`config.mk`:
```
export PLATFORM = sky130hd
export DESIGN_NAME = result_streamer_flat
export DESIGN_NICKNAME = d
export VERILOG_FILES = /design/src/rtl/result_streamer_pkg.sv /design/src/rtl/result_streamer_if.sv /design/src/rtl/result_streamer_stream_out_reg.sv /design/src/rtl/result_streamer.sv /design/src/flat_wrapper.sv
export SDC_FILE = /design/constraint.sdc
export NUM_CORES = 1
export LEC_CHECK = 0
export BUFFER_PORTS_ARGS = -buffer_cell sky130_fd_sc_hd__buf_2
export CORE_MARGIN = 5
export CORE_UTILIZATION = 41
export CTS_CLUSTER_SIZE = 16
export DETAILED_ROUTE_END_ITERATION = 6
export GPL_ROUTABILITY_DRIVEN = 0
export PLACE_DENSITY = 0.77
export REMOVE_ABC_BUFFERS = 1
export SYNTH_ARGS = -nofsm -noshare
export SYNTH_HDL_FRONTEND = slang
export SYNTH_SLANG_ARGS = --single-unit
```
`constraint.sdc`:
```
create_clock -name clock -period 2 [get_ports clock]
set_clock_uncertainty 0.05 [all_clocks]
set_input_delay 0.1 -clock clock [delete_from_list [all_inputs] [get_ports clock]]
set_output_delay 0.1 -clock clock [all_outputs]
set_load 0.005 [all_outputs]
```
`src/rtl/result_streamer_pkg.sv`:
```
// Shared definitions for the result drain path: FSM state encoding and the
// default result-memory geometry (memory B: 4 words x 8 bits), which the
// processing block uses for its own memory B sizing.
package result_stream_pkg;

    localparam int DEF_NDB    = 8;   // result word width
    localparam int DEF_NWORDS = 4;   // words drained per run
    localparam int DEF_AW     = 2;   // read address width, 2**AW >= NWORDS

    typedef enum logic [2:0] {
        IDLE,
        READ,
        LATCH,
        SEND,
        DONE
    } state_t;

endpackage

```
`src/rtl/result_streamer_if.sv`:
```
// Valid/ready output stream carrying drained result words.
// master: producer (result_streamer); slave: consumer.
interface result_streamer_if #(
    parameter int NDB = result_stream_pkg::DEF_NDB
) ();

    logic [NDB-1:0] out_data;
    logic           out_valid;
    logic           out_ready;

    modport master (
        output out_data,
        output out_valid,
        input  out_ready
    );

    modport slave (
        input  out_data,
        input  out_valid,
        output out_ready
    );

endinterface

```
`src/rtl/result_streamer_stream_out_reg.sv`:
```
// Output holding register for the result stream. A loaded word stays on
// o_data with o_valid high until it is accepted or the run is cleared;
// o_data keeps its last value afterwards.
module stream_out_reg #(
    parameter int NDB = result_stream_pkg::DEF_NDB
) (
    input  logic           clock,
    input  logic           Reset,
    input  logic           i_load,
    input  logic [NDB-1:0] i_load_data,
    input  logic           i_accept,
    input  logic           i_clear,
    output logic [NDB-1:0] o_data,
    output logic           o_valid
);

    logic [NDB-1:0] r_data;
    logic           r_valid;

    // Capture on load; retire on accept or clear (clear wins over load)
    always_ff @(posedge clock or posedge Reset) begin
        if (Reset) begin
            // NOTE: the data register is reset as well so the block's
            // post-reset outputs are fully defined, not just o_valid.
            r_data  <= '0;
            r_valid <= 1'b0;
        end else if (i_clear || i_accept) begin
            // NOTE: non-blocking assignments keep every register updating
            // from pre-edge values, independent of statement order.
            r_valid <= 1'b0;
        end else if (i_load) begin
            r_data  <= i_load_data;
            r_valid <= 1'b1;
        end
    end

    assign o_data  = r_data;
    assign o_valid = r_valid;

endmodule

```
`src/rtl/result_streamer.sv`:
```
// result_streamer: drains the processing block's result RAM (synchronous
// read, one cycle latency) in address order onto a valid/ready stream, then
// pulses o_done for one cycle.
// Optional feature macro: CHECKSUM_EN adds o_checksum, the modulo-2^NDB sum
// of the words accepted in the current run.
module result_streamer
    import result_stream_pkg::*;
#(
    parameter int NDB    = DEF_NDB,
    parameter int NWORDS = DEF_NWORDS,
    parameter int AW     = DEF_AW
) (
    input  logic                  clock,
    input  logic                  Reset,
    input  logic                  i_start,
    input  logic                  i_abort,
    output logic [AW-1:0]         o_rd_addr,
    input  logic [NDB-1:0]        i_rd_data,
    result_streamer_if.master     m_out,
    output logic                  o_busy,
`ifdef CHECKSUM_EN
    output logic [NDB-1:0]        o_checksum,
`endif
    output logic                  o_done
);

    localparam logic [AW-1:0] LAST_IDX = AW'(NWORDS - 1);

    state_t        r_state;
    logic [AW-1:0] r_idx;
    logic [AW-1:0] r_rd_addr;
    logic          r_busy;
    logic          r_done;

    logic          w_start_ok;
    logic          w_handshake;
    logic          w_load;

    // Abort overrides every other event, including a coincident Start
    assign w_start_ok  = (r_state == IDLE) && i_start && !i_abort;
    assign w_handshake = (r_state == SEND) && m_out.out_ready && !i_abort;
    assign w_load      = (r_state == LATCH) && !i_abort;

    // Drain sequencer: address generation, word index, busy and done flags.
    // rd_addr is updated on entry to READ so the RAM sees it for the whole
    // READ cycle and rd_data is ready during LATCH.
    always_ff @(posedge clock or posedge Reset) begin
        if (Reset) begin
            r_state   <= IDLE;
            r_idx     <= '0;
            r_rd_addr <= '0;
            r_busy    <= 1'b0;
            r_done    <= 1'b0;
        end else begin
            r_done <= 1'b0;
            if (i_abort) begin
                r_state <= IDLE;
                r_idx   <= '0;
                r_busy  <= 1'b0;
            end else begin
                case (r_state)
                    IDLE: begin
                        if (i_start) begin
                            r_state   <= READ;
                            r_idx     <= '0;
                            r_rd_addr <= '0;
                            r_busy    <= 1'b1;
                        end
                    end
                    READ:  r_state <= LATCH;
                    LATCH: r_state <= SEND;
                    SEND: begin
                        if (m_out.out_ready) begin
                            if (r_idx == LAST_IDX) begin
                                r_state <= DONE;
                                r_done  <= 1'b1;
                            end else begin
                                r_idx     <= r_idx + 1'b1;
                                r_rd_addr <= r_idx + 1'b1;
                                r_state   <= READ;
                            end
                        end
                    end
                    DONE: begin
                        r_state <= IDLE;
                        r_busy  <= 1'b0;
                    end
                    default: begin
                        r_state <= IDLE;
                        r_busy  <= 1'b0;
                    end
                endcase
            end
        end
    end

    stream_out_reg #(.NDB(NDB)) u_out_reg (
        .clock       (clock),
        .Reset       (Reset),
        .i_load      (w_load),
        .i_load_data (i_rd_data),
        .i_accept    (w_handshake),
        .i_clear     (i_abort),
        .o_data      (m_out.out_data),
        .o_valid     (m_out.out_valid)
    );

`ifdef CHECKSUM_EN
    logic [NDB-1:0] r_checksum;

    // Running sum of accepted words; cleared when a run starts, kept on Abort
    always_ff @(posedge clock or posedge Reset) begin
        if (Reset) begin
            r_checksum <= '0;
        end else if (w_start_ok) begin
            r_checksum <= '0;
        end else if (w_handshake) begin
            r_checksum <= r_checksum + m_out.out_data;
        end
    end

    assign o_checksum = r_checksum;
`endif

    assign o_rd_addr = r_rd_addr;
    assign o_busy    = r_busy;
    assign o_done    = r_done;

endmodule

```
`src/flat_wrapper.sv`:
```
// flat-port wrapper written by rule: the top's interface ports become plain ports
module result_streamer_flat import result_stream_pkg::*;
#(
    parameter int NDB    = DEF_NDB,
    parameter int NWORDS = DEF_NWORDS,
    parameter int AW     = DEF_AW
)
  (clock, Reset, i_start, i_abort, o_rd_addr, i_rd_data, o_busy, o_done, m_out_out_data, m_out_out_valid, m_out_out_ready);
  result_streamer_if #(.NDB(NDB)) m_out_i ();
  input  logic clock;
  input  logic Reset;
  input  logic i_start;
  input  logic i_abort;
  output logic [AW-1:0] o_rd_addr;
  input  logic [NDB-1:0] i_rd_data;
  output logic o_busy;
  output logic o_done;
  output wire logic [$bits(m_out_i.out_data)-1:0] m_out_out_data;
  output wire logic [$bits(m_out_i.out_valid)-1:0] m_out_out_valid;
  input wire logic [$bits(m_out_i.out_ready)-1:0] m_out_out_ready;
  assign m_out_out_data = m_out_i.out_data;
  assign m_out_out_valid = m_out_i.out_valid;
  assign m_out_i.out_ready = m_out_out_ready;
  result_streamer #(.NDB(NDB), .NWORDS(NWORDS), .AW(AW)) u_core (.clock(clock), .Reset(Reset), .i_start(i_start), .i_abort(i_abort), .o_rd_addr(o_rd_addr), .i_rd_data(i_rd_data), .m_out(m_out_i), .o_busy(o_busy), .o_done(o_done));
endmodule
```
# Word-level counts from Yosys, hierarchy flattened
# Index checks and enable logic that the tools add are counted.
totals:
  reg_bits: 18
  input_bits: 13
  output_inout_bits: 13
op_classes:
  add_sub_neg: 1
  n_eq_ne: 11
  n_mux: 19
  n_bitwise: 2
  reduce_logical: 15
op_table:
  columns: ["cell", "n"]
  rows:
  - ["2-to-1 mux 3 bit", 4]
  - ["case mux 3 bit (4 select lines)", 1]
  - ["inequality test 3 bit, second input constant", 3]
  - ["2-to-1 mux 1 bit", 8]
  - ["2-to-1 mux 2 bit", 4]
  - ["== test 3 x 2 -> 1 bit, second input constant", 2]
  - ["inequality test 2 bit, second input constant", 3]
  - ["AND reduction 2 bit", 3]
  - ["AND reduction 5 bit", 1]
  - ["case mux 2 bit (2 select lines)", 1]
  - ["AND reduction 4 bit", 1]
  - ["nonzero test 2 bit", 2]
  - ["== test 3 x 1 -> 1 bit, second input constant", 1]
  - ["logical AND 1 bit", 3]
  - ["logical NOT 3 bit", 1]
  - ["nonzero test 3 bit", 1]
  - ["OR reduction 3 bit", 1]
  - ["adder 2 x 1 -> 2 bit, second input constant", 1]
  - ["== test 2 bit, second input constant", 1]
  - ["inequality test 2 x 1 -> 1 bit, second input constant", 1]
  - ["inverter 1 bit", 2]
  - ["case mux 1 bit (2 select lines)", 1]
  - ["logical NOT 1 bit", 1]
  - ["logical OR 1 bit", 1]

# Depth between registers and ports, before layout
logic_depth:
  word_depth: 6
  mapped_depth: 4

# Modules after synthesis
# From an unflattened synthesis, not the netlist that was laid out.
unflattened:
  hier_cells: 64
  hier_area_um2: 785.8
by_module_without_submodules:
  columns: ["mod", "n_inst", "cells_per_inst", "area_each_um2"]
  rows:
  - ["result_streamer", 1, 43, 439.2]
  - ["stream_out_reg", 1, 21, 346.6]

# Worst setup path before layout
# No wires, ideal clock.
synth_path:
  kind: "flip-flop to flip-flop"
  startpoint: "register u_core.r_state[2]"
  endpoint: "register u_core.u_out_reg.r_data[0] (netlist: u_core.u_out_reg.o_data[0])"
  setup_time_ns: 0.125
  arrival_ns: 1.343
  required_time_ns: 1.825
  slack_ns: 0.482
  stages_incl_launch_ff: 4
  period_less_slack_ns: 1.518
  path_cell_list: "dfrtp_1 > buf_6 > nor4b_4 > mux2_2"
synth_between:
  elab_chain_len: 6
  elab_cells_between_ends: 8
  classes_between: "2 x eq/ne; 1 x bitwise; 5 x reduce/logical"
synth_lines:
  columns: ["item", "line", "rtl"]
  rows:
  - ["from (decl)", "result_streamer.sv:29", "state_t r_state;"]
  - ["from (signal assigned)", "result_streamer.sv:49", "r_state <= IDLE;"]
  - ["from (signal assigned)", "result_streamer.sv:57", "r_state <= IDLE;"]
  - ["from (signal assigned)", "result_streamer.sv:64", "r_state <= READ;"]
  - ["== test 3 x 2 -> 1 bit", "result_streamer.sv:41", "assign w_handshake = (r_state == SEND) && m_out.out_ready && !i_abort;"]
  - ["logical AND 1 bit (2 in a row)", "result_streamer.sv:41", null]
  - ["logical OR 1 bit", "result_streamer_stream_out_reg.sv:27", "end else if (i_clear || i_accept) begin"]
  - ["inverter 1 bit (no source line)", null, null]
  - ["AND reduction 2 bit (no source line) *", null, null]
  - ["to (signal assigned)", "result_streamer_stream_out_reg.sv:32", "r_data <= i_load_data;"]
  - ["to (decl)", "result_streamer_stream_out_reg.sv:17", "logic [NDB-1:0] r_data;"]
# Mark *: on every way between the ends. The rest lies on a longest branch, timed or not.
# A chain may end at the register's enable or synchronous reset.

# Worst setup path in the final report
layout_path:
  startpoint: "register u_core.r_state[2]"
  endpoint: "register u_core.u_out_reg.r_data[6] (netlist: u_core.u_out_reg.o_data[6])"
# The elaborated chain is that of the path after synthesis.

==> impl_metrics.json <==
{
  "drt-pass1-iter-count": 4,
  "maxClockFrequency_mhz": 594,
  "worstPathArrival_ps": 1800,
  "drtIter0Drc": 6,
  "hold_depth": 2,
  "grt_usage_pct": 12.8,
  "worstMarginPinSlew_ps": 663,
  "detail-route-antenna-nets": 0,
  "die-width_microns": 53.8,
  "cts_num_sinks": 18,
  "finalCritPeriodShare_pct": 84.2,
  "cp.required_ps": 2120,
  "yosys.cell_types.count": 24,
  "ys_seq_area_share_pct": 57.3,
  "final_area_sq_um": 1040,
  "dp_slack_ps": 317,
  "muxShareOfSynthArea_pct": 14.3,
  "htreeDepth": 1,
  "maxCapViolCount": 0,
  "netlist_area_sq_um": 786,
  "synth_top_family_by_area": "multiplexers",
  "io_buffer_count": 25,
  "antenna_cells": 0,
  "dpl.hpwl_microns": 1040,
  "outcome": "finished, final reports clean",
  "post_drt_wl_per_cell_microns": 12.6,
  "rsz0062_at_grt": "no",
  "post_cts_resized": 0,
  "syn_inst": 59,
  "syn_to_final_growth_pct": 32.0,
  "holdBufCountCts": 10,
  "crit_start": "u_core.r_state[2]",
  "ys_ff_latch": 18,
  "clk_path_buf_depth": 2,
  "grt_remaining_overflow": 0,
  "startpoint_type": "flop",
  "max-vdd-ir-drop_mv": 0.676,
  "critical_path_class": "reg2reg",
  "insertion_delay_ps": 280,
  "grt_start_max_net_pins": 19,
  "holdWs_ps": 58.0,
  "ys_warn_count": 0,
  "max_slew_margin_pct": 55.7,
  "cts_buffers": 3,
  "antenna_found_initial": 0,
  "cts_root_buffer": "clkbuf_4",
  "clk_pin_slew_ps": 100,
  "fill_cells": 151,
  "routed_wl_microns": 1490,
  "worstPathMaxFanout": 9,
  "ios": 26,
  "finalCriticalPeriod_ps": 1680,
  "cts_tree": "built",
  "yosys.area_share.simple_pct": 14.2,
  "final-hold-violation-count": 0,
  "num_rows": 15,
  "grt_pass1_vias": 639,
  "p_per_area_nw_per_um2": 825,
  "synth_xor_area_share_pct": 0,
  "placedInstanceArea_sq_um": 915,
  "die_h_microns": 53.8,
  "drc": 0,
  "reg2reg_depth": 2,
  "yosys.area_share.adder_pct": 1.59,
  "setup_viol": 0,
  "synth-compound-area-share_pct": 8.60,
  "synth_area_per_cell_sq_um": 13.3,
  "viasPerCell": 4.95,
  "layout_setup_ws_ps": 316,
  "final_nets": 109,
  "die-area_sq_um": 2890,
  "vias": 584,
  "floorplan.initialDensity_pct": 44.1,
  "post_cts_buffers": 0,
  "hold_start": "i_abort",
  "core_area_sq_um": 1780,
  "power.total_w": 0.000856,
  "final_max_slew_viol_count": 0,
  "grt_pass1_wl_microns": 2680,
  "crit_path_end_kind": "flop",
  "r2r_start": "u_core.r_state[2]",
  "fin_tns_setup_ps": 0,
  "hold_path_class": "in2reg",
  "power_leakage_nw": 0.496,
  "drive_above_1_share_pct": 43.0
}
[Yosys cell counts]
cell type  count  area [sq um]
a21oi_1        1          5.00
a2bb2oi_1      1          8.76
a31oi_1        1          6.26
and4b_1        1          10.0
buf_2          1          5.00
buf_4          1          7.51
buf_6          1          11.3
clkbuf_1       1          3.75
dfrtp_1       18           450
ha_1           1          12.5
inv_1          1          3.75
mux2_2        10           113
nand2_1        2          7.51
nand2b_1       2          12.5
nand4b_1       1          8.76
nor2_1         3          11.3
nor3_1         2          10.0
nor3b_1        2          15.0
nor4_1         2          12.5
nor4b_4        1          23.8
o21a_1         2          15.0
o21ai_0        1          5.00
o21ba_2        1          10.0
o2bb2ai_1      2          17.5
[layout by cell type, fill, tap and decap left out]
cell           netlist  layout
nor2_1               3       3
ha_1                 1       1
nor3b_1              2       2
dfrtp_1             18      18
o21ba_2              1       1
nor4b_4              1       1
nand4b_1             1       1
nor3_1               2       2
a21oi_1              1       1
nor4_1               2       2
inv_1                1       1
a31oi_1              1       1
nand2b_1             2       2
o21ai_0              1       1
mux2_2              10      10
o21a_1               2       2
a2bb2oi_1            1       1
and4b_1              1       1
nand2_1              2       2
dlygate4sd3_1        0      10
clkbuf_4             0       3
buf_2                1      25
o2bb2ai_1            2       2
[power by group]
part	switching (W)	internal, W	total [W]	leakage [nW]
registers	0.0000420	0.000436	0.000478	0.232
logic	0.0000773	0.000130	0.000208	0.251
clock network	0.000101	0.0000698	0.000171	0.0138
[worst paths after layout]
path,slack [ps],endpoint
max,320,u_core.u_out_reg.o_data[6]
min,60,u_core.r_state[0]
max reg2reg,320,u_core.u_out_reg.o_data[6]
min reg2reg,450,u_core.o_busy
max in group asynchronous,1080,u_core.u_out_reg.o_data[0]
min in group asynchronous,400,u_core.u_out_reg.o_data[3]
[state kept, by name (all words and copies together) (netlist names)]
signal                    cells
u_core.r_idx                  2
u_core.o_busy                 1
u_core.r_state                3
u_core.o_done                 1
u_core.o_rd_addr              2
u_core.u_out_reg.o_valid      1
u_core.u_out_reg.o_data       8
[kinds of logic after synthesis]
logic type      Yosys count
compound gates            9
mux                      10
flops                    18
buf+inv                   5
simple gates             16
fa+ha+maj                 1
[routing by layer]
| layer | global-route usage, % | part of all wire, % |
|---|---|---|
| met1 | 14.5 | 41 |
| met2 | 23.0 | 53 |
| met4 | 5.11 | 0.81 |
| met5 | 0 | 0 |
| met3 | 2.77 | 4.5 |
[cell type report]
class                      count  area (sq um)  area share (%)
timing repair buffer          35           225            21.7
clock buffer                   3          22.5            2.17
sequential                    18           450            43.4
inverter                       1          3.75           0.362
tap                           25          31.3            3.02
multi-input combinational     36           304            29.3
[worst max-delay path, cell delays in order (launching register included)]
cell and delay (ps):
dfrtp_1 490, nor4b_4 630, mux2_2 400
[stage by stage]
step	utilization, %	instances
detailed placement	51.3	105
CTS	58.2	118
global route	58.2	118
finish	58.2	118
floorplan	-	55
global placement	51.3	105
No activity file was read; power rests on OpenSTA's default activity.
